--- config.mk ---
export PLATFORM = sky130hd
export DESIGN_NAME = gtx_comma_align
export DESIGN_NICKNAME = d
export VERILOG_FILES = /design/src/rtl/gtx_comma_align.sv
export SDC_FILE = /design/constraint.sdc
export NUM_CORES = 1
export LEC_CHECK = 0
export ABC_AREA = 1
export CELL_PAD_IN_SITES_DETAIL_PLACEMENT = 0
export CELL_PAD_IN_SITES_GLOBAL_PLACEMENT = 1
export CORE_UTILIZATION = 40
export CTS_CLUSTER_DIAMETER = 200
export CTS_CLUSTER_SIZE = 25
export DETAILED_ROUTE_END_ITERATION = 8
export PLACE_DENSITY = 0.79
export SETUP_SLACK_MARGIN = 0.05
export SLEW_MARGIN = 20
export SYNTH_ARGS = -nofsm -noshare
export SYNTH_HDL_FRONTEND = slang
export SYNTH_SLANG_ARGS = --single-unit
export TNS_END_PERCENT = 1
--- constraint.sdc ---
create_clock -name clk -period 4.05 [get_ports clk]
set_input_delay 0.81 -clock clk [delete_from_list [all_inputs] [get_ports clk]]
set_output_delay 0.81 -clock clk [all_outputs]
set_load 0.05 [all_outputs]
--- src/rtl/gtx_comma_align.sv ---
// K28.5 word aligner with lock hysteresis between the GTX 20-bit receive path and gtx_10x8dec.
// Define GTX_COMMA_ALIGN_STATS_EN to add the saturating relock_count output.
//
// state    | meaning
// UNLOCKED | no trusted offset; first comma found picks the offset
// VERIFY   | counting consecutive commas at the candidate offset
// LOCKED   | offset frozen; counting consecutive foreign commas
module gtx_comma_align #(
  parameter int unsigned LOCK_COUNT   = 4,
  parameter int unsigned UNLOCK_COUNT = 4
) (
  input  logic        clk,
  input  logic        rst,
  input  logic [19:0] indata,
  output logic [19:0] outdata,
  output logic        aligned,
  output logic        comma,
  output logic        realign,
  output logic [4:0]  offset
`ifdef GTX_COMMA_ALIGN_STATS_EN
  ,
  output logic [15:0] relock_count
`endif
);

  localparam logic [9:0] K28_5_NEG = 10'h17C;
  localparam logic [9:0] K28_5_POS = 10'h283;
  localparam logic [3:0] LOCK_TC   = 4'(LOCK_COUNT);
  localparam logic [3:0] UNLOCK_TC = 4'(UNLOCK_COUNT);

  typedef enum logic [1:0] {
    UNLOCKED = 2'd0,
    VERIFY   = 2'd1,
    LOCKED   = 2'd2
  } state_t;

  state_t      state, state_n;
  logic [3:0]  cnt, cnt_n;
  logic [4:0]  offset_n;
  logic [19:0] prev;
  logic [39:0] win;
  logic [19:0] hit;
  logic        hit_any;
  logic        hit_cur;
  logic [4:0]  k_min;
  logic [19:0] sel;

  // Older word sits in the low half so bit order matches wire order.
  assign win = {indata, prev};

  for (genvar k = 0; k < 20; k++) begin : g_hit
    assign hit[k] = (win[k +: 10] == K28_5_NEG) || (win[k +: 10] == K28_5_POS);
  end

  assign hit_any = |hit;
  assign hit_cur = hit[offset];

  always_comb begin
    k_min = 5'd0;
    for (int k = 19; k >= 0; k--) begin
      if (hit[k]) k_min = 5'(k);
    end
  end

  always_comb begin
    state_n  = state;
    cnt_n    = cnt;
    offset_n = offset;
    unique case (state)
      UNLOCKED: begin
        if (hit_any) begin
          offset_n = k_min;
          if (LOCK_TC <= 4'd1) begin
            state_n = LOCKED;
            cnt_n   = 4'd0;
          end else begin
            state_n = VERIFY;
            cnt_n   = 4'd1;
          end
        end
      end
      VERIFY: begin
        if (hit_cur) begin
          if (cnt + 4'd1 >= LOCK_TC) begin
            state_n = LOCKED;
            cnt_n   = 4'd0;
          end else begin
            cnt_n = cnt + 4'd1;
          end
        end else if (hit_any) begin
          offset_n = k_min;
          cnt_n    = 4'd1;
        end
      end
      LOCKED: begin
        // Comma at the locked offset always wins over a foreign one.
        if (hit_cur) begin
          cnt_n = 4'd0;
        end else if (hit_any) begin
          if (cnt + 4'd1 >= UNLOCK_TC) begin
            state_n = UNLOCKED;
            cnt_n   = 4'd0;
          end else begin
            cnt_n = cnt + 4'd1;
          end
        end
      end
      default: begin
        state_n = UNLOCKED;
        cnt_n   = 4'd0;
      end
    endcase
  end

  // Selecting with the next offset outputs the realigning word already aligned.
  assign sel = win[offset_n +: 20];

  always_ff @(posedge clk) begin
    if (rst) begin
      state   <= UNLOCKED;
      cnt     <= 4'd0;
      offset  <= 5'd0;
      prev    <= 20'd0;
      outdata <= 20'd0;
      comma   <= 1'b0;
      aligned <= 1'b0;
      realign <= 1'b0;
    end else begin
      state   <= state_n;
      cnt     <= cnt_n;
      offset  <= offset_n;
      prev    <= indata;
      outdata <= sel;
      comma   <= (sel[9:0] == K28_5_NEG) || (sel[9:0] == K28_5_POS);
      aligned <= (state_n == LOCKED);
      realign <= (offset_n != offset);
    end
  end

`ifdef GTX_COMMA_ALIGN_STATS_EN
  always_ff @(posedge clk) begin
    if (rst) begin
      relock_count <= 16'd0;
    end else if (state == LOCKED && state_n == UNLOCKED && relock_count != 16'hFFFF) begin
      relock_count <= relock_count + 16'd1;
    end
  end
`endif

endmodule

Word level (Yosys, flattened, before mapping)
Cells that the tools add are included.

storage, ports and cells
  memories kept = 0
  memory bits (writable) = 0
  word-level logic and storage cells = 120
  memory bits (read-only) = 0
  bits in registers = 54
  bits in latches = 0

operators by class
  equal/unequal tests = 47
  multiplexer cells = 38
  shifts and indexed selects = 1
  bitwise logic cells = 0
  reductions and logical operators = 23
  divide/modulo/power cells = 0
  multipliers = 0
  add/subtract/negate cells = 1
  magnitude comparators = 2

operators by type and width
  operator                                                     number
  == test 10 bit (second input constant)                       21
  == test 10 x 9 -> 1 bit (second input constant)              21
  2-to-1 mux 5 bit                                             22
  variable part select 40 x 6 -> 20 bit                        1
  logical OR 1 bit                                             21
  2-to-1 mux 4 bit                                             5
  OR reduction 20 bit                                          1
  2-to-1 mux 2 bit                                             6
  case mux 4 bit (3 select lines)                              1
  case mux 5 bit (2 select lines)                              1
  less-than comparator 5 x 6 -> 1 bit (second input constant)  1
  case mux 2 bit (3 select lines)                              1
  binary-select mux 1 bit (select 5 bit)                       1
  inequality test 5 bit                                        1
  adder 4 x 1 -> 4 bit (second input constant)                 1
  == test 2 bit (second input constant)                        2
  >= comparator 4 x 3 -> 1 bit (second input constant)         1
  inequality test 3 bit (second input constant)                1
  == test 2 x 1 -> 1 bit (second input constant)               1
  logical NOT 2 bit                                            1
  2-to-1 mux 1 bit                                             1

Depth between registers and ports, before layout
Gate-level depths: netlist (run 1).

  depth in word-level cells = 28
  gate-level depth with buffers = 37

Worst setup path before layout (run 1)
Ideal clock, no wire load.

  path kind = input to register
  start point = input indata[1]
  end point = register comma
  stages = 31
  slack = 0.753 ns
  setup time = 0.058 ns
  data arrival time = 3.239 ns
  cell sequence = buf_2 > inv_2 > nand2_1 > inv_2 > nand3_1 > nor3_1 > a31oi_1 > nand2_1 > nand2_1 > nand2_1 > nand3_1 > nand3_1 > nand3_2 > nand2_2 > nand2_4 > inv_4 > nand2_2 > buf_6 > buf_6 > nand3_1 > nand3_1 > nand2_1 > nand2_1 > nand3_1 > nand3_1 > nand2_1 > inv_1 > nand2_1 > nor2_1 > nand3_1 > nand2_1

between the ends
  cells in the longest elaborated chain, start to end = 28

RTL lines
  element                                                           line    RTL
  start, declared                                                   14      input logic [19:0] indata,
  == test 10 x 9 -> 1 bit / == test 10 bit (equally long branches)  52      assign hit[k] = (win[k +: 10] == K28_5_NEG) || (win[k +: 10] == K28_5_POS);
  logical OR 1 bit                                                  52
  2-to-1 mux 5 bit (20 in series)                                   61      if (hit[k]) k_min = 5'(k);
  2-to-1 mux 5 bit                                                  71, 90
  2-to-1 mux 5 bit                                                  83      if (hit_cur) begin
  case mux 5 bit (2 select lines)                                   69      unique case (state)
  variable part select 40 x 6 -> 20 bit (*)                         116     assign sel = win[offset_n +: 20];
  == test 10 x 9 -> 1 bit / == test 10 bit (equally long branches)  134     comma <= (sel[9:0] == K28_5_NEG) || (sel[9:0] == K28_5_POS);
  logical OR 1 bit (*)                                              134
  end signal, assigned                                              134
  end, declared                                                     17      output logic comma,

Mark *: on every way between the ends. The rest lies on a longest branch, timed or not. The select of a mux whose other input is x is not followed.
A chain may end at the register's enable or synchronous reset.

Worst setup path after layout (run 1)
  start point = input indata[7]
  end point = register comma

The elaborated chain is that of the path after synthesis.

==> results of run 1 <==
## layout make-up
| type | count | area, µm² |
|---|---|---|
| Fill cell | 1423 | 5695 |
| Inverter | 110 | 432.9 |
| Clock buffer | 6 | 128.9 |
| Clock inverter | 2 | 37.54 |
| Tap cell | 176 | 220.2 |
| Multi-Input combinational cell | 802 | 4116 |
| Sequential cell | 54 | 1081 |
| Timing Repair Buffer | 190 | 1688 |
## synth_stat cells (4+ instances only)
library cell | number | area, µm²
buf_4 | 4 | 30.03
inv_1 | 89 | 334.1
nor3_1 | 25 | 125.1
nor2_1 | 119 | 446.7
nand3b_1 | 4 | 30.03
nand4_1 | 17 | 106.4
nand3_1 | 273 | 1366
nand3_2 | 9 | 90.09
buf_2 | 25 | 125.1
nand2_1 | 265 | 994.7
inv_2 | 17 | 63.81
nand2_2 | 6 | 37.54
o21ai_0 | 12 | 60.06
clkbuf_1 | 13 | 48.80
a31oi_1 | 6 | 37.54
nor4_1 | 4 | 25.02
a21oi_1 | 13 | 65.06
buf_6 | 9 | 101.4
nor2_2 | 5 | 31.28
o21ai_1 | 8 | 40.04
dfxtp_1 | 54 | 1081
## power groups by stage
| stage | sequential [µW] | combinational, µW | clock, µW |
|---|---|---|---|
| 4_1_cts | 693 | 3060 | 523 |
| 5_1_grt | 705 | 3560 | 542 |
| 3_5_place_dp | 706 | 3010 | 0 |
| 2_1_floorplan | 943 | 1560 | 0 |
| 6_report | 697 | 3270 | 515 |
| 3_3_place_gp | 706 | 3020 | 0 |
## timing repair
item                                    CTS  global route
hold buffers                              0             0
endpoints found under the setup margin    8            22
resized for setup                         4           108
buffers inserted                          3             4
pin swaps                                 2            22
gates cloned                              0             1
## state kept, by name, indices dropped and copies added (netlist names)
signal,flops
outdata,20
comma,1
realign,1
offset,5
prev,20
aligned,1
state,2
cnt,4
## critical path, delay by kind of cell
kind | cells | cell delay (ps)
buffers and inverters | 6 | 920
AND/OR/NAND/NOR | 30 | 2290
## how the worst max path moves through the flow
| stage | to | startpoint | depth (start not counted) |
|---|---|---|---|
| 3_5_place_dp | comma | indata[0] | 28 |
| 2_1_floorplan | comma | indata[1] | 31 |
| 6_report | comma | indata[7] | 36 |
| 5_1_grt | comma | indata[7] | 34 |
| 4_1_cts | comma | indata[1] | 27 |
| 3_3_place_gp | comma | indata[1] | 28 |
## metal layers
metal	vias up	track usage (%)	part of all wire, %
met5	-	0	0
met4	0	10.39	3.3
met3	58	3.945	6.5
met2	308	50.68	45
met1	3301	42.09	45
li1	3669	-	-
## metrics by stage
stage	setup slack, ps	instances	hold slack (ps)
floorplan	753.2	1018	434.5
global placement	-466.7	1325	457.3
detailed placement	-391.9	1325	460.3
CTS	54.79	1336	471.3
global route	24.00	1340	486.2
finish	251.7	1340	463.3
## cells by family after synthesis
family          after synthesis  share of synthesized area [%]
compound gates               67                          7.917
xor+xnor                      2                         0.3140
fa+ha+maj                     1                         0.2242
buf+inv                     162                          13.03
flops                        54                          19.38
simple gates                732                          59.14
==> metrics, run 1 <==
PortBufs=49; Psw=approximately 2200 µW; commonest non-fill, non-tap cell in the layout=nand2_1; DP Wirelength=16930 µm; H-tree depth=2; Cell variety after synth=46; Hold Crit Depth=2; Lkg Pwr=0.003838 µW; Final Cell Area=0.007705 mm²; vias per cell=5.475; most frequent cells in the layout=nand2_1 (247), nand3_1 (236), buf_4 (123); Ports=50; full die area=roughly 0.014 mm²; first-pass GRT wire length=35250 µm; Peak Freq=0.2633 GHz; Max-Cap Viols=0; Final nets=roughly 1.2k; pin count of the biggest net entering global routing=49; Worst Hold End=cnt[3]; Max VDD drop=between 0.3 and 0.4 mV; initial antenna violation count=0; Clk pin slew, worst setup/hold paths=70 ps; Int Power=approximately 2300 µW; DP Area=0.007023 mm²; Syn Inst Count=1018; sequential power share=15.5%; outcome=completed; vias in the first global route=6971; CP Max Fanout=7; # rows=42; startpoint types=input port; Slew HR=63.24%; Yosys Warn Count=0; Total Power=4483 µW; Routed WL per cell=about 16 µm; R2R Path End=comma; CTS Buf Count=5; Post-Syn Nets=approximately 1.0k; slowest CP cell=clkdlybuf4s50_1; worst skew pair latency=320 ps; CTS max path bufs=2; Worst R2R Path Depth=26; Mapped Area=about 0.0056 mm²; Worst path max stage delay=420 ps; Pre-antenna DRT Iters=5; Clock power frac=11.5%; Vias=7336; count of pins over their slew limit=0; n_diodes=0; measured slew at the worst slew-check pin=approximately 550 ps; final period utilization=93.78%; endpoints failing hold=0; Most Frequent Cell on Critical Path=nand2_1; Iter 0 DRT Violations=676; total gr overflow=0; worst r2r src=prev[15]; Synth Register Bits=54; setup TNS=0 ps; Worst EP arrival=4050 ps; min Tclk post-route=3798 ps; TritonCTS clock tree=yes; Hold Crit Class=flop to flop; Post-synth EDFFs=0; Crit. End Element=flop; ys async rst share=0%; ys flop type=dfxtp_1; Overall Global Routing Usage=31.12%; Min-Delay Startpoint=cnt[3]; chip height=between 100 and 150 µm; pwr dens=581.8 mW/mm²; RSZ-0062 raised after global routing=false; Worst Skew=12.59 ps; post-synthesis sequential area ratio=19.38%; Core ar.=about 0.013 mm²; WL final=21970 µm; Comb pwr share=73.0%; synth-to-layout area growth=38.10%; Root Buffer Master=clkbuf_16; Starting Density=41.63%; final core utilization=a little under three fifths; RD Place Congestion=0.9556; critical path type=input port to flop; antenna viol nets, final=0; DRC viols=0; Setup Viol. Count Final=0; reg2reg setup slack=340 ps; Post-Syn Area per Cell=between 5 and 6 µm²; Critical Path RT=4310 ps; die width=between 100 and 150 µm; Sw Share=49.36%; share of cells above drive strength 1=approximately a quarter; Num Clock Sinks=54
Power figures use the tool's default switching activity.
==> run 2: changes to the inputs <==
Settings changed: SLEW_MARGIN 20 to unset.
==> results of run 2 <==
Same layout as run 1: the final DEF is identical, and so are final timing and power.
